[src/rtl/mem_wb_stage.sv]
// MEM->WB pipeline stage: GPR and HI/LO write bundle behind a
// valid/ready handshake with a 2-entry skid buffer and retire counter.
module mem_wb_stage #(
    parameter int ADDR_W        = 5,
    parameter int DATA_W        = 32,
    parameter int ZERO_SUPPRESS = 1,
    parameter int RETIRE_W      = 32
) (
    input  logic                clk,
    input  logic                rst,
    input  logic                flush,
    input  logic                in_valid,
    output logic                in_ready,
    input  logic [ADDR_W-1:0]   in_wreg_addr,
    input  logic [DATA_W-1:0]   in_wreg_data,
    input  logic                in_wreg_en,
    input  logic [DATA_W-1:0]   in_hi,
    input  logic [DATA_W-1:0]   in_lo,
    input  logic                in_hilo_en,
    output logic                out_valid,
    input  logic                out_ready,
    output logic [ADDR_W-1:0]   out_wreg_addr,
    output logic [DATA_W-1:0]   out_wreg_data,
    output logic                out_wreg_en,
    output logic [DATA_W-1:0]   out_hi,
    output logic [DATA_W-1:0]   out_lo,
    output logic                out_hilo_en,
    output logic [RETIRE_W-1:0] retire_cnt
);

    typedef enum logic [1:0] {
        EMPTY = 2'd0,
        ONE   = 2'd1,
        FULL  = 2'd2
    } state_t;

    typedef struct packed {
        logic [ADDR_W-1:0] addr;
        logic [DATA_W-1:0] data;
        logic              wreg_en;
        logic [DATA_W-1:0] hi;
        logic [DATA_W-1:0] lo;
        logic              hilo_en;
    } beat_t;

    state_t state;
    state_t state_nx;
    beat_t  main_q;
    beat_t  skid_q;
    beat_t  cap;
    logic   in_fire;
    logic   out_fire;
    logic   main_ld_in;
    logic   main_ld_skid;
    logic   skid_ld;
    logic   zero_dst;

    assign in_ready  = (state != FULL);
    assign out_valid = (state != EMPTY);
    assign in_fire   = in_valid & in_ready;
    assign out_fire  = out_valid & out_ready;

    // Writes to $zero are architecturally dead; drop the enable at capture.
    assign zero_dst = (ZERO_SUPPRESS != 0) && (in_wreg_addr == '0);

    always_comb begin
        cap.addr    = in_wreg_addr;
        cap.data    = in_wreg_data;
        cap.wreg_en = in_wreg_en & ~zero_dst;
        cap.hi      = in_hi;
        cap.lo      = in_lo;
        cap.hilo_en = in_hilo_en;
    end

    always_comb begin
        state_nx     = state;
        main_ld_in   = 1'b0;
        main_ld_skid = 1'b0;
        skid_ld      = 1'b0;
        if (flush) begin
            state_nx = EMPTY;
        end else begin
            unique case (state)
                EMPTY: begin
                    if (in_fire) begin
                        main_ld_in = 1'b1;
                        state_nx   = ONE;
                    end
                end
                ONE: begin
                    if (in_fire && out_fire) begin
                        main_ld_in = 1'b1;
                    end else if (out_fire) begin
                        state_nx = EMPTY;
                    end else if (in_fire) begin
                        skid_ld  = 1'b1;
                        state_nx = FULL;
                    end
                end
                FULL: begin
                    if (out_fire) begin
                        main_ld_skid = 1'b1;
                        state_nx     = ONE;
                    end
                end
                default: state_nx = EMPTY;
            endcase
        end
    end

    always_ff @(posedge clk or posedge rst) begin
        if (rst) begin
            state      <= EMPTY;
            main_q     <= '0;
            skid_q     <= '0;
            retire_cnt <= '0;
        end else begin
            state <= state_nx;
            if (main_ld_in) begin
                main_q <= cap;
            end else if (main_ld_skid) begin
                main_q <= skid_q;
            end
            if (skid_ld) begin
                skid_q <= cap;
            end
            if (out_fire) begin
                retire_cnt <= retire_cnt + RETIRE_W'(1);
            end
        end
    end

    assign out_wreg_addr = main_q.addr;
    assign out_wreg_data = main_q.data;
    assign out_hi        = main_q.hi;
    assign out_lo        = main_q.lo;
    assign out_wreg_en   = main_q.wreg_en & out_valid;
    assign out_hilo_en   = main_q.hilo_en & out_valid;

endmodule

[config.mk]
export PLATFORM = sky130hd
export DESIGN_NAME = mem_wb_stage
export DESIGN_NICKNAME = d
export VERILOG_FILES = /design/src/rtl/mem_wb_stage.sv
export SDC_FILE = /design/constraint.sdc
export NUM_CORES = 1
export LEC_CHECK = 0
export ABC_AREA = 1
export CORE_MARGIN = 4
export CORE_UTILIZATION = 49
export DETAILED_ROUTE_END_ITERATION = 16
export DONT_BUFFER_PORTS = 1
export GPL_TIMING_DRIVEN = 0
export HOLD_SLACK_MARGIN = 0.1
export SLEW_MARGIN = 5
export SYNTH_ARGS = -nofsm -noshare
export SYNTH_HDL_FRONTEND = slang
export SYNTH_SLANG_ARGS = --single-unit
export TNS_END_PERCENT = 1
[constraint.sdc]
create_clock -name clk -period 9.25 [get_ports clk]
set_clock_uncertainty 0.05 [all_clocks]
set_input_delay 0.925 -clock clk [delete_from_list [all_inputs] [get_ports clk]]
set_output_delay 0.925 -clock clk [all_outputs]
set_load 0.01 [all_outputs]
==> results of run 1 <==
[power groups by stage]
stage               combinational, mW  sequential (mW)  clock [mW]
floorplan                       0.546             1.49           0
global placement                0.638             1.53           0
detailed placement              0.658             1.54           0
CTS                             0.660             1.52        1.12
global route                    0.737             1.56        1.16
finish                          0.647             1.52        1.09
[sequential cells by signal, summed over array words and instances (netlist names)]
register,cells
skid_q,103
out_wreg_data,32
state,2
out_wreg_addr,5
out_lo,32
out_hi,32
retire_cnt,32
main_q,2
[layer usage]
metal,global-route usage (%),part of all wire (%),up-vias
met4,6.10,2.6,0
met3,5.39,7.3,44
met5,0,0,-
met2,33.7,46,224
li1,-,-,3933
met1,28.9,44,3853
[Yosys cell counts]
library cell,number
sky130_fd_sc_hd__inv_2,2
sky130_fd_sc_hd__a21oi_1,35
sky130_fd_sc_hd__clkbuf_1,23
sky130_fd_sc_hd__xnor2_1,13
sky130_fd_sc_hd__o221ai_1,1
sky130_fd_sc_hd__buf_4,102
sky130_fd_sc_hd__nand2_1,348
sky130_fd_sc_hd__nor2_4,2
sky130_fd_sc_hd__o21ai_0,72
sky130_fd_sc_hd__nand4_1,11
sky130_fd_sc_hd__ha_1,1
sky130_fd_sc_hd__mux2_2,2
sky130_fd_sc_hd__o31ai_1,1
sky130_fd_sc_hd__buf_1,4
sky130_fd_sc_hd__nand3b_1,1
sky130_fd_sc_hd__nand3_2,1
sky130_fd_sc_hd__nand2_2,1
sky130_fd_sc_hd__nor3_1,4
sky130_fd_sc_hd__nor2_1,84
sky130_fd_sc_hd__nand3_1,19
sky130_fd_sc_hd__xor2_1,8
sky130_fd_sc_hd__o21ai_1,2
sky130_fd_sc_hd__inv_1,148
sky130_fd_sc_hd__buf_2,23
sky130_fd_sc_hd__buf_6,3
sky130_fd_sc_hd__o211ai_1,99
sky130_fd_sc_hd__nor2_2,1
sky130_fd_sc_hd__dfrtp_1,240
sky130_fd_sc_hd__o22ai_1,2
[final cells by class]
type                    count  area [sq um]  area share (%)
flip-flops and latches    240          6010            48.8
repair buffers              2          55.1           0.447
clock buffers              39           771            6.26
inverters                 150           571            4.64
clock inverters             9           145            1.18
multi-input cells         708          3390            27.6
well taps                 280           350            2.85
plain buffers             155          1020            8.25
[critical path, delay by kind of cell (launching register included)]
family           cells  cell delay (ps)
and+or+nand+nor      2              470
DFF                  1              440
[kinds of logic after synthesis]
group           count (synthesis)  synth area share [%]
compound gates                212                  12.0
xor+xnor                       21                  1.68
fa+ha+maj                       1                 0.114
buf+inv                       305                  14.4
flops                         240                  54.7
mux                             2                 0.205
simple gates                  472                  16.9
[path summary, 6_finish.rpt]
path                                endpoint  slack, ps
max                              out_hilo_en       6840
min                               skid_q[28]        270
max reg2reg                       skid_q[12]       7210
min reg2reg                       skid_q[55]        430
max in group asynchronous  out_wreg_data[13]       7680
min in group clk                  skid_q[55]        430
[through the flow]
stage | hold WS (ps) | util, % | setup TNS [ps]
final | 271 | 56.1 | 0
after global placement | 416 | 51.6 | -297200
after detailed placement | 423 | 51.9 | 0
after CTS | 298 | 56.1 | 0
after floorplan | 403 | - | 0
after global routing | 306 | 56.1 | 0
==> run summary, run 1 <==
The routed via count is 8054, and the placed wire-length estimate is 18800 microns. The final critical delay including setup and external delays is 2410 ps, and the top-area cell type share of the netlist area is 54.7%. Along the worst path, the maximum fanout reaches 6.

The initial utilization of the core area, before any placement, comes to 50.0%. The run gives 416 MHz as the achievable frequency. Per-cell via count in the routed design: 5.09. The cell with the largest stage delay on the worst path is sky130_fd_sc_hd__dfrtp_1. In this run the critical register-to-register path is launched from state[1]. The clock transition time at the flip-flop clock pins of the worst setup and hold paths was 60 ps; the routability-driven placement congestion ratio was 0.810. The die area is 0.0249 sq mm, and the maximum root-to-sink buffer count is 3. In this run, the combinational gates consume 19.9% of the power. The max-cap check violation count was 0; the pin count of the biggest net entering global routing was 91. The x dimension of the die was 158 microns; the signed area change from the synthesized netlist to the final layout was 12.1%.

Synthesis inferred 240 register bits. The worst-case IR drop observed on VDD is 0.160 mV. The tools report the via count of the first global-routing pass as 8168. The worst setup path is launched from a flip-flop.

The tools report the synthesis warning total as 0. Most common cell after layout, fill and taps aside: sky130_fd_sc_hd__nand2_1. The first global-routing pass estimated 42700 microns of wire. TritonCTS built the clock tree. Counting cells, the worst reg-to-reg path comes to 5. The initial antenna violation count was 0; the cell total after placement was 1535. The run gives 2.34 mW as the internal power. The number of antenna diodes in the final layout is 0. The floorplan step defined a core boundary enclosing 0.0220 sq mm.

The detail route stage leaves a number of antenna-violating nets equal to 0. The tools report the power dissipated by switching net loads as 0.925 mW. The worst setup path is captured at an output port. The signal on the critical path passes through nor2_1 -> nor2_1. In the post-synthesis netlist, the biggest area contributors are sky130_fd_sc_hd__dfrtp_1, sky130_fd_sc_hd__nand2_1, sky130_fd_sc_hd__buf_4, sky130_fd_sc_hd__o211ai_1, sky130_fd_sc_hd__inv_1. The total power per unit cell area is 265 mW/mm^2. Setup repair after global routing left no endpoint under its margin. The pre-antenna-repair detailed-routing pass consisted of 5 iterations. The logs give 240 for the count of clock tree sinks and 0 for the total of endpoints with negative setup slack in the final report. The count of buffers added on input and output ports is 0.

At the worst endpoint, the required time is 8280 ps. The run finished with clean final reports. The height of the die was 158 microns. In this run the cell area measured after placement is 0.0114 sq mm. The most numerous cell type found on the critical path is sky130_fd_sc_hd__nor2_1. Synthesis produced a netlist whose cell count is 1253. Class of the worst hold path: input pin to asynchronous set/reset pin.

The per-cell routed wire length is 16.8 microns. Summed over all cells, the static leakage comes to 6.10 nW. In the post-route analysis, the smallest setup slack over all paths is 6840 ps. With fillers left out, the area of the finished cells amounts to 0.0123 sq mm. On the worst path, the slowest cell contributes a delay of 440 ps.

The logs give 46.6% for the part of the power in registers and 0 for the leftover overflow at the end of global routing. The clock network burns 33.5% of the power. The number of nets handed over by synthesis was 1362. The share of total power consumed by net switching is 28.3%, and the setup slack at placement is 6700 ps. Cells with a size suffix above 1 make up 13.9% of the layout. After detailed routing, the number of remaining DRC violations is 0. The run gives 0 as the number of cells upsized or downsized after cts. The worst pin sits at a relative slew slack of 61.9%.

After the first detailed-routing iteration, the DRC count stood at 356. The all-layer global routing usage was 21.2%. In this run, post-CTS hold repair placed 0 buffers. The run gives 0 as the hold violation total from the final report.

The floorplan has 54 rows. Sequential cells were found to cover 54.7% of the synthesized design area. The number of slew-limit violations in the final report was 0; the transition time at the pin with the least slew margin was 572 ps. The synthesized design spends more area on one cell type than any other, namely sky130_fd_sc_hd__dfrtp_1.

TritonCTS created 26 clock buffers. For the total routed wirelength, the log shows 26600 microns. The type of the worst setup path is flip-flop to output port. Number of cells in the finished layout apart from fillers: 1583.

After synthesis, the mean cell area works out to 8.76 sq um. CTS placed an instance of sky130_fd_sc_hd__clkbuf_16 at the clock tree root. Overall power consumption after layout is estimated at 3.26 mW. The tools report the maximum level of the CTS H-tree as 1. Number of top-level design ports: 245. In the layout the commonest cells are sky130_fd_sc_hd__nand2_1, sky130_fd_sc_hd__dfrtp_1, sky130_fd_sc_hd__inv_1. Period utilization: 26.0%. The final net count is 1392. The later-pin clock latency in the skew report came out at 510 ps.

The filler cell count was 2047; the total setup buffers inserted after CTS was 0. The number of different library cells used by synthesis comes to 29. The arrival time at the worst endpoint is 1430 ps.

Summing every instance area after synthesis gives 0.0110 sq mm. The worst setup path startpoint is state[1].
No activity file was read; power rests on OpenSTA's default activity.
==> run 2: changes to the inputs <==
Settings changed: PLACE_DENSITY from default to 0.66.
Clock period 9.25 ns to 2 ns, I/O delays scaled along.
==> run summary, run 2 (synthesized netlist as in run 1, its figures left out) <==
In this run the clock root is driven by a sky130_fd_sc_hd__clkbuf_16. For the DRC violation count after routing, the log shows 0. The via count of the first global-routing pass is 8591, and the routability-driven placement congestion ratio is 0.831. Compared with the post-synthesis result, the final layout area differs by 21.9%. For the minimum setup slack among reg-to-reg paths, the log shows 110 ps. In this run the worst path has a maximum fanout of 10. Leaving out fill and tap cells, the most frequent cell in the layout is sky130_fd_sc_hd__nand2_1. Leaving out fill and tap cells, the most frequent cells in the layout are sky130_fd_sc_hd__nand2_1, sky130_fd_sc_hd__dfrtp_1, sky130_fd_sc_hd__inv_1.

Wires add up to 28100 microns. The leakage power of the design was 6.54 nW. Traced cell by cell, the critical path runs through nor2_2 -> nand3_1 -> buf_2 -> buf_1 -> o211ai_1. The class of the worst hold path is input pin to flip-flop.

The initialized floorplan defines 54 standard-cell rows. Across every metal layer, demand over resource in global routing totals 22.4%. Share of total power consumed by net switching: 29.5%. After detailed placement, the design holds a cell count of 1540. STA puts the critical path data arrival time at 2220 ps. Ranked by flip-flop count, first place goes to skid_q.

Setup violations remaining at the end of the flow were counted as 0. CTS saw 240 sinks. The floorplan step set the die width to 158 microns. The tools report the post-detailed-route count of antenna-violating nets as 0. The register with the most flip-flops in the layout has 103 of them. The flow ran to the end, and the final reports show no timing, DRC or antenna violations. The tools report the maximum root-to-sink buffer count as 3.

On the critical path the largest part of the delay comes from buffers and inverters. Sequential cells burn 47.7% of the power. For this run, the slowest stage of the critical path takes 480 ps.

Clock-pin slew was measured on the worst setup and hold paths at 60 ps. For the worst-skew pair, the clock arrives at the later sink with an insertion delay of 520 ps. The worst setup path is of the flip-flop to flip-flop kind.

For the finished layout, the period the worst path requires is 1890 ps. For this run, the post-layout net count is 1507. The achievable frequency is 529 MHz, and the transition time at the pin with the least slew margin is 696 ps.

The number of buffers and inverters on the critical path is 2. The first-pass detailed-route iteration total is 5, and the clock network fraction of total power is 30.3%. The tools report the kind of start point of the critical path as a flip-flop. The maximum level of the CTS H-tree is 1. Detailed placement ended at an HPWL of 19200 microns.

Cell internal power was estimated by the tool at 10.4 mW. The number of slew-limit violations in the final report is 0, and the design area is 0.0134 sq mm. TritonCTS built the clock tree.

For the required time reported for the critical path endpoint, the log shows 2330 ps. The routed via count was 8587. The tools report the die area as 0.0249 sq mm. Max-cap violations in this run came to 0. The placed instance area was 0.0115 sq mm. The logs give 53.4% for the max-slew headroom at the worst pin and 553 for the violation count after the first detailed-routing iteration.

Setup slack closes at 111 ps. The logs give 1692 for the number of cells in the finished layout apart from fillers and 4.37 mW for the power dissipated by switching net loads. Hold violation total from the final report: 0. The per-cell via count in the routed design was 5.08; the number of top-level design ports was 245. The count of input and output buffers is 0, and the leftover overflow at the end of global routing is 0.

Cell with the largest stage delay on the worst path: sky130_fd_sc_hd__dfrtp_1. The setup slack at placement was -116 ps; the total setup buffers inserted after CTS was 0. The first global-routing pass estimated 45100 microns of wire. Setup repair after global routing could not meet its margin everywhere.

The die is 158 microns tall. Per report_power, the combinational group accounts for 22.0% of the total. The run gives 0.711 mV as the maximum vdd drop.

The initial utilization of the core area, before any placement, comes to 50.0%. The initial antenna violation count came out at 0. The per-cell routed wire length was 16.6 microns; the period utilization was 94.5%.

Entering global routing, the biggest net connects 39 pins. The worst setup path is captured at a flip-flop. The core region is 0.0220 sq mm. For the number of clock buffers inserted by TritonCTS, the log shows 26. Once layout is complete, the utilization of the core stands at 60.9%.

The share of layout cells above drive strength 1 is 13.2%, and the number of antenna diodes is 0. The total power per unit cell area is 1110 mW/mm^2.
-- run 2: final cells by class --
| cell class | count | area [sq um] |
|---|---|---|
| Inverter | 150 | 567 |
| Buffer | 155 | 1030 |
| Tap cell | 280 | 350 |
| Clock inverter | 3 | 51.3 |
| Multi-Input combinational cell | 708 | 3410 |
| Sequential cell | 240 | 6010 |
| Fill cell | 1854 | 8580 |
| Clock buffer | 39 | 729 |
| Timing Repair Buffer | 117 | 1240 |
-- run 2: repair_timing --
| action | in CTS | in global routing |
|---|---|---|
| gates resized for setup | 2 | 16 |
| setup endpoints to repair | 89 | 60 |
| hold endpoints to repair | 380 | 0 |
| hold buffers | 110 | 0 |
| pin swaps | 0 | 0 |
-- run 2: stage by stage --
step / setup TNS [ps] / hold slack, ps / total power [mW]
final: 0 / 134 / 14.8
after global routing: -372 / 145 / 15.7
after CTS: 0 / 102 / 14.9
after detailed placement: -1900 / 43.7 / 10.2
after global placement: -673400 / 252 / 10.0
after floorplan: -335480 / 247 / 9.44
-- run 2: tightest hold or removal path: cells and delay by family --
kind,cells,cell delay [ps]
simple gates,4,430
buf+inv,1,40
-- run 2: power groups by stage --
stage          combinational [mW]  clock (mW)  sequential (mW)
2_1_floorplan                2.52           0             6.91
3_3_place_gp                 2.95           0             7.07
3_5_place_dp                 3.07           0             7.10
4_1_cts                      3.27        4.60             7.04
5_1_grt                      3.67        4.80             7.22
6_report                     3.25        4.48             7.05
-- run 2: worst paths after layout --
kind | endpoint | start | cells after the start
worst max-delay path | out_hi[18] | state[1] | 5
worst min-delay path | out_wreg_addr[0] | flush | 5
worst max register to register | out_hi[18] | state[1] | 5
worst min register to register | skid_q[53] | skid_q[53] | 2
max in group asynchronous | out_wreg_data[17] | rst | 3
min in group asynchronous | out_hi[29] | rst | 3
-- run 2: routing by layer --
metal	global-route usage (%)	vias to the layer above	routed length, microns
li1	-	4169	-
met1	30.8	4131	12200
met2	36.9	249	13600
met3	4.62	38	1770
met4	5.16	0	565
met5	0.397	-	0
==> run 3: changes to the inputs <==
Settings changed: CTS_CLUSTER_DIAMETER from default to 40, PLACE_DENSITY 0.66 to default.
Clock period 2 ns to 2.23 ns, I/O delays scaled along.
==> run summary, run 3 (synthesized netlist as in run 1, its figures left out) <==
Timing would allow up to 477 MHz. In the layout the commonest cells are sky130_fd_sc_hd__nand2_1, sky130_fd_sc_hd__dfrtp_1, sky130_fd_sc_hd__inv_1. Leaving out fill and tap cells, the most frequent cell in the layout is sky130_fd_sc_hd__nand2_1. The clock passes through at most 3 buffers. Leakage power of the design: 6.75 nW.

The critical path goes through nor2_2 -> nand3_1 -> inv_2 -> clkbuf_4 -> nand2_1 -> o221ai_1 -> dlygate4sd3_1. Entering global routing, the biggest net connects 40 pins. The run gives 0 as the leftover overflow at the end of global routing. Total of endpoints with negative setup slack in the final report: 0. On the worst path, the slowest cell contributes a delay of 570 ps.

The worst setup path is of the flip-flop to flip-flop kind. The via count of the first global-routing pass was 8600; the count of buffering cells on the critical path with inverters included was 3. The die area is 0.0249 sq mm, and the max-slew headroom at the worst pin is 64.8%.

The count of clock tree sinks was 240. The hold violation total from the final report came out at 0. Maximum vdd drop: 0.777 mV. The post-detailed-route count of antenna-violating nets was 0.

The first-pass detailed-route iteration total is 5, and the share of layout cells above drive strength 1 is 14.2%. The maximum fanout along the worst path is 10. Counting flops per register, the top entry is skid_q. The required time reported for the critical path endpoint is 2600 ps, and the starting utilization of the core area is 50.0%.

The worst setup path is launched from a flip-flop. The final net count came out at 1517. The height of the die is 158 microns. The final critical delay including setup and external delays was 2090 ps; the routability-driven placement congestion ratio was 0.809. In the finished design, the share of the clock period the worst path needs comes to 93.9%.

The run gives 128 ps as the worst hold slack. In this run the number of H-tree levels came out at 2. The flip-flop count of the largest register, all copies and words added is 103. The run finished with clean final reports.

In this run the power density over the cells is 1090 mW/mm^2. The tree is rooted in a sky130_fd_sc_hd__clkbuf_16. For the initial antenna violation count, the log shows 1.

STA classifies the critical path endpoint as a flip-flop. The max-cap check violation count is 0. The tools report the routed via count as 8623.

Setup repair after global routing left no endpoint under its margin. Clock-pin slew was measured on the worst setup and hold paths at 50 ps. After floorplanning, the core was divided into 54 placement rows. Global routing consumed, over all layers together, 22.4% of the routing resources.

The number of slew-limit violations in the final report was 0. The cell with the largest stage delay on the worst path was sky130_fd_sc_hd__dlygate4sd3_1. The wire length of the first global-routing pass was 44900 microns. In this run the worst hold path is classified as input pin to flip-flop. After layout, the design draws a total of 15.1 mW. The core area was 0.0220 sq mm. The x dimension of the die works out to 158 microns. 245 I/O pins were placed. TritonCTS built the clock tree. In the routed design, unresolved DRC markers number 0.

The clock reaches the later pin of the worst-skew pair after 500 ps. For this block, the initial DRC count from the detailed router was 482. The count of input and output buffers was 0; the per-cell via count in the routed design was 5.03. For the worst setup path, the data arrival time is 2470 ps. The HPWL after detailed placement is 19100 microns. Broken down by cell family, the worst path's largest delay share belongs to buffers and inverters.

After detailed routing, the average wire length per cell comes to 16.3 microns. The run gives 37 as the number of clock buffers inserted by TritonCTS. Signed area change from the synthesized netlist to the final layout: 25.9%. At the pin with the least slew margin, the transition time is 528 ps.

Wires add up to 28000 microns.
==> run 3: worst min-delay path, stage by stage <==
cell and delay [ps]:
sky130_fd_sc_hd__inv_1 90, sky130_fd_sc_hd__nor2_4 80, sky130_fd_sc_hd__nand3_1 120, sky130_fd_sc_hd__xor2_1 70
sky130_fd_sc_hd__inv_1 40
==> run 3: final timing paths <==
kind | depth (start not counted) | from | slack (ps) | to
max in group asynchronous | 5 | rst | 1010 | out_lo[30]
min | 5 | out_ready | 130 | retire_cnt[10]
max reg2reg | 7 | state[1] | 140 | main_q[0]
max | 7 | state[1] | 140 | main_q[0]
min in group asynchronous | 2 | rst | 150 | out_hi[30]
min reg2reg | 2 | skid_q[34] | 430 | skid_q[34]
==> run 3: through the flow <==
step / cell area [sq um] / TNS, ps / utilization [%] / setup slack, ps / std cells
after detailed placement: 11500 / 0 / 52.3 / 187 / 1540
after CTS: 13800 / 0 / 62.9 / 69.9 / 1712
after global placement: 11300 / -629710 / 51.6 / -2630 / 1533
after floorplan: 11000 / -285800 / - / -1190 / 1253
after global routing: 13800 / 0 / 63.0 / 1.49 / 1713
final: 13800 / 0 / 63.0 / 135 / 1713
==> run 3: final cells by class <==
cell class                 instances  area [sq um]
clock buffer                      47          1010
clock inverter                    16           240
sequential                       240          6010
multi-input combinational        708          3390
tap                              280           350
inverter                         150           567
timing repair buffer             116          1230
antenna                            1          2.50
buffer                           155          1020
fill                            1870          8140
==> run 3: repair_timing <==
| item | 4_1_cts | 5_1_grt |
|---|---|---|
| gates resized for setup | 0 | 2 |
| hold buffers | 109 | 0 |
| hold endpoints to repair | 387 | 0 |
| buffers inserted | 0 | 0 |
| endpoints found under the setup margin | 0 | 1 |
==> run 3: routing by layer <==
metal / GRT usage (%) / routed length, microns / up-vias
met5: 0 / 0 / -
met4: 6.06 / 566 / 0
met3: 4.51 / 1810 / 45
met2: 36.1 / 13100 / 260
met1: 31.3 / 12400 / 4106
li1: - / - / 4212
==> run 3: where the power goes <==
| part | internal [mW] | leakage (nW) | switching, mW |
|---|---|---|---|
| clock network | 3.89 | 0.619 | 1.96 |
| registers | 5.62 | 2.97 | 0.702 |
| logic | 1.38 | 3.16 | 1.51 |
| total | 10.9 | 6.75 | 4.17 |
